===== src/rtl/hazard_fwd_unit.sv =====
// hazard_fwd_unit: hazard detection and forwarding-select generator for the
// 5-stage pipeline. Keeps a shadow of the EX/MEM/WB slots and derives the
// EX operand mux selects, the load-use stall and the branch flush.
// Optional macro HAZARD_PERF_CNT_EN adds saturating stall/flush counters.
//
// Handshake note: there is no valid/ready pair here. stall and flush are
// combinational commands to the IF/ID and ID/EX registers, valid before the
// rising edge of the cycle in which they are asserted; the upstream stage
// must hold the ID instruction steady while stall=1.
module hazard_fwd_unit (
  input  logic       clk,
  input  logic       rst,
  input  logic       id_valid,
  input  logic [4:0] id_rs1,
  input  logic [4:0] id_rs2,
  input  logic [4:0] id_rd,
  input  logic       id_rf_we,
  input  logic       id_is_load,
  input  logic       ex_branch_taken,
  output logic [1:0] fwd_a_sel,
  output logic [1:0] fwd_b_sel,
  output logic       stall,
  output logic       flush
`ifdef HAZARD_PERF_CNT_EN
  ,
  output logic [31:0] perf_stall_cycles,
  output logic [31:0] perf_flush_count
`endif
);

  typedef struct packed {
    logic       valid;
    logic [4:0] rd;
    logic       we;
    logic       is_load;
    logic [4:0] rs1;
    logic [4:0] rs2;
  } slot_t;

  slot_t ex_q, mem_q, wb_q;
  slot_t ex_d;
  logic  load_use;

  // A slot only produces a result worth forwarding if it really writes a
  // non-zero register; x0 writes are architecturally discarded.
  function automatic logic slot_writing(input slot_t s);
    return s.valid && s.we && (s.rd != 5'd0);
  endfunction

  // MEM is the younger producer, so it wins over WB for the same register.
  function automatic logic [1:0] fwd_select(input slot_t ex_s,
                                            input logic [4:0] src,
                                            input slot_t mem_s,
                                            input slot_t wb_s);
    logic [1:0] sel;
    sel = 2'd0;
    if (ex_s.valid && (src != 5'd0)) begin
      if (slot_writing(mem_s) && (mem_s.rd == src))
        sel = 2'd1;
      else if (slot_writing(wb_s) && (wb_s.rd == src))
        sel = 2'd2;
    end
    return sel;
  endfunction

  // Hazard outputs and the value the EX slot takes on the next edge.
  always_comb begin
    load_use = id_valid && slot_writing(ex_q) && ex_q.is_load &&
               ((ex_q.rd == id_rs1) || (ex_q.rd == id_rs2));
    flush    = ex_branch_taken && !rst;
    stall    = load_use && !flush && !rst;
    fwd_a_sel = fwd_select(ex_q, ex_q.rs1, mem_q, wb_q);
    fwd_b_sel = fwd_select(ex_q, ex_q.rs2, mem_q, wb_q);

    ex_d = '0;
    if (!flush && !stall) begin
      ex_d.valid   = id_valid;
      ex_d.rd      = id_rd;
      ex_d.we      = id_rf_we;
      ex_d.is_load = id_is_load;
      ex_d.rs1     = id_rs1;
      ex_d.rs2     = id_rs2;
    end
  end

  // Shadow pipeline advance; reset empties every slot.
  always_ff @(posedge clk) begin
    if (rst) begin
      ex_q  <= '0;
      mem_q <= '0;
      wb_q  <= '0;
    end else begin
      ex_q  <= ex_d;
      mem_q <= ex_q;
      wb_q  <= mem_q;
    end
  end

`ifdef HAZARD_PERF_CNT_EN
  logic [31:0] perf_stall_q, perf_flush_q;

  // Saturating event counters for stall cycles and flush cycles.
  always_ff @(posedge clk) begin
    if (rst) begin
      perf_stall_q <= '0;
      perf_flush_q <= '0;
    end else begin
      if (stall && (perf_stall_q != 32'hFFFF_FFFF))
        perf_stall_q <= perf_stall_q + 32'd1;
      if (flush && (perf_flush_q != 32'hFFFF_FFFF))
        perf_flush_q <= perf_flush_q + 32'd1;
    end
  end

  assign perf_stall_cycles = perf_stall_q;
  assign perf_flush_count  = perf_flush_q;
`endif

endmodule


===== config.mk =====
export PLATFORM = sky130hd
export DESIGN_NAME = hazard_fwd_unit
export DESIGN_NICKNAME = d
export VERILOG_FILES = /design/src/rtl/hazard_fwd_unit.sv
export SDC_FILE = /design/constraint.sdc
export NUM_CORES = 1
export LEC_CHECK = 0
export ABC_AREA = 1
export BUFFER_PORTS_ARGS = -buffer_cell sky130_fd_sc_hd__buf_2
export CAP_MARGIN = 20
export CORE_MARGIN = 5
export CORE_UTILIZATION = 25
export DETAILED_ROUTE_END_ITERATION = 16
export GPL_TIMING_DRIVEN = 0
export MAX_ROUTING_LAYER = met4
export SKIP_LAST_GASP = 1
export SYNTH_ARGS = -nofsm -noshare
export SYNTH_HDL_FRONTEND = slang
export SYNTH_SLANG_ARGS = --single-unit

===== constraint.sdc =====
create_clock -name clk -period 1.3 [get_ports clk]
set_clock_uncertainty 0.1 [all_clocks]
set_input_delay 0.195 -clock clk [delete_from_list [all_inputs] [get_ports clk]]
set_output_delay 0.195 -clock clk [all_outputs]
set_load 0.03 [all_outputs]

==> flow_metrics.tcl <==
set metrics [dict create \
    cts_root_buffer "clkbuf_8" \
    clock-sinks 32 \
    regToRegSetupSlack_ns -0.24 \
    htreeDepth 2 \
    ant_nets 0 \
    grt.total_usage_pct 9.65 \
    grt_pass1_vias 1236 \
    r2r_cells 12 \
    clock.fmax_ghz 0.600 \
    fin_nets 266 \
    crit_fanout 3 \
    synth_top_area_share_pct 44.2 \
    final_cells 318 \
    critical_path_class "reg -> out" \
    syn-num-nets 223 \
    syn2layout_area_growth_pct 49.7 \
    cts_buffer_depth 2 \
    holdPathStages 2 \
    synthDistinctLibCells 17 \
    die_h_um 86.2 \
    n_antenna_cell 0 \
    power.leakage_nw 1.05 \
    vias 1268 \
    cp_top_family "simple AND/OR/NAND/NOR gates" \
    drt-total-wl_mm 3.28 \
    final_cell_mix "nor2_1 (34), inv_1 (30), nand2_1 (28)" \
    max_cap_viol_count 0 \
    power_density_nw_per_um2 1030 \
    grt_start_max_net_pins 11 \
    hold_ws_ns 0.00447 \
    hold_class "in -> reg" \
    hold_path_end "wb_q[14]$_SDFF_PP0_" \
    start_kind "flip-flop" \
    peakVddDrop_mv 0.820 \
    wire_per_inst_um 10.3 \
    finalCritPeriodShare_pct 128 \
    crit_path_top_delay_cell "dfxtp_2" \
    slew_headroom_pct 84.6 \
    synth_area_sq_um 1450 \
    r2r_start "ex_q[12]$_SDFF_PP0_" \
    utilization_pct 38.9 \
    outcome "finished with violations" \
    die_area_sq_um 7420 \
    ys_seq_elements 32 \
    via_per_inst 3.99 \
    worstMarginPinSlew_ns 0.229 \
    synthTopCellsByArea "dfxtp_1 (44%), nor2_1 (14%), inv_1 (9.8%), nand2_1 (8.0%), xnor2_1 (7.2%)" \
    core_sq_um 5570 \
    cts_made_buffers 5 \
    worst_slack_ns -0.367 \
    die_x_um 86.2 \
    drc_errors 0 \
    dp.cells 299 \
    failed_checks "negative setup slack" \
    layout_commonest_cell "nor2_1" \
    avgSynthCellArea_sq_um 7.18 \
    min_period_ns 1.67 \
    gp_congestion 0.862 \
    setup_tns_ns -5.27 \
    layout-drive-gt1-share_pct 47.6 \
    path_cells "xor2_1, nor3_2, nand3_2, nor2b_4, buf_6" \
    initial_core_util_pct 26.0 \
    hp-start "rst" \
    hold_viol 0 \
    port-buffer-count 25 \
    clock_latency_ns 0.28 \
    dp_hpwl_mm 2.34 \
    yosysTopAreaCell "dfxtp_1" \
    tritoncts "done" \
    dr.pass1.iters 4 \
    path_depth 5 \
    pin_count 27 \
    antenna_found_initial 0 \
    regToRegEndpoint "ex_q[15]$_SDFF_PP0_" \
    synth_seq_area_share_pct 44.2 \
    rows 27 \
    yosysWarnings 0 \
    syn_inst 202 \
    rsz0062_at_grt "true" \
    clk_pin_slew_worst_paths_ns 0.06 \
    required_ns 1.00 \
    power.total_mw 2.25 \
    grt_overflow 0 \
    max_stage_delay_ns 0.34 \
    worst_setup_path_end_kind "primary output" \
    drt-initial-drc-count 34 \
    grt_pass1_wl_mm 5.36 \
    crit_buf_inv 1 \
    setup_viol 23 \
    worst-endpoint-arrival_ns 1.37 \
    slew_violations 0 \
]
==> worst max-delay path by stage <==
| stage | slack [ns] | startpoint | to |
|---|---|---|---|
| after floorplan | -0.03 | mem_q[15]$_SDFF_PP0_ | fwd_a_sel[0] |
| final | -0.37 | ex_q[5]$_SDFF_PP0_ | fwd_a_sel[1] |
| after CTS | -0.37 | ex_q[5]$_SDFF_PP0_ | fwd_a_sel[1] |
| after global placement | -0.18 | mem_q[14]$_SDFF_PP0_ | fwd_b_sel[1] |
| after global routing | -0.47 | ex_q[6]$_SDFF_PP0_ | fwd_a_sel[1] |
| after detailed placement | -0.21 | mem_q[14]$_SDFF_PP0_ | fwd_b_sel[1] |
==> cells by family (layout without fill, tap and decap cells) <==
| group | count (synthesis) | count (layout) | synth area share (%) |
|---|---|---|---|
| AND/OR/NAND/NOR | 105 | 105 | 30.2 |
| buffers and inverters | 41 | 85 | 11.6 |
| flip-flops | 32 | 32 | 44.2 |
| XOR/XNOR | 22 | 22 | 13.3 |
| AO/OA/AOI/OAI | 2 | 2 | 0.690 |
==> final cells by class <==
class,count,area [sq um]
fill,560,3400
multi-input combinational,129,823
sequential,32,679
buffer,2,16.3
clock inverter,2,35.0
timing repair buffer,37,312
clock buffer,6,72.6
inverter,38,143
tap,72,90.1
==> cell usage after synthesis <==
cell type / instances
buf_6: 2
clkbuf_1: 1
dfxtp_1: 32
inv_1: 38
nand2_1: 31
nand2_2: 1
nand2_4: 1
nand3_1: 9
nand4_1: 2
nor2_1: 54
nor2_2: 1
nor2_4: 1
nor2b_1: 1
nor3_1: 4
o21ai_0: 2
xnor2_1: 12
xor2_1: 10
==> flip-flops by register name, summed over array words and instances, names as in the netlist <==
name and count:
wb_q 7, ex_q 18, mem_q 7
==> where the power goes <==
part           switching [mW]  leakage [nW]  internal [mW]
sequential             0.0395         0.272           1.01
combinational           0.145         0.725          0.146
clock                   0.338        0.0552          0.568
total                   0.522          1.05           1.72
==> layer usage <==
metal / vias to the layer above / GRT usage [%] / wire length (um)
li1: 681 / - / -
met4: 0 / 5.32 / 125
met2: 34 / 15.3 / 1600
met1: 540 / 10.4 / 1390
met5: - / - / 0
met3: 13 / 3.55 / 161
==> what timing repair did <==
action,in CTS,in global routing
pin swaps,11,12
hold endpoints to repair,0,1
gates cloned,1,0
setup endpoints to repair,23,24
resized for setup,56,43
setup buffers,8,2
hold buffers,0,1
==> worst reg2reg max path, cell delays in order, from the launching register on <==
cell     delay, ns
dfxtp_4       0.39
inv_2         0.05
nand2_1       0.05
nand2_1       0.04
nor2_1        0.11
nand3_2       0.09
nand2_2       0.09
nand2_2       0.06
buf_6         0.13
nand2_8       0.08
buf_12        0.11
buf_16        0.11
nor2_1        0.04
==> stage by stage <==
step | instance area [sq um] | worst slack, ns
3_3_place_gp | 1680 | -0.181
4_1_cts | 2030 | -0.370
5_1_grt | 2170 | -0.472
2_1_floorplan | 1470 | -0.0330
3_5_place_dp | 1680 | -0.207
6_report | 2170 | -0.367
(Power assumes the default switching activity.)
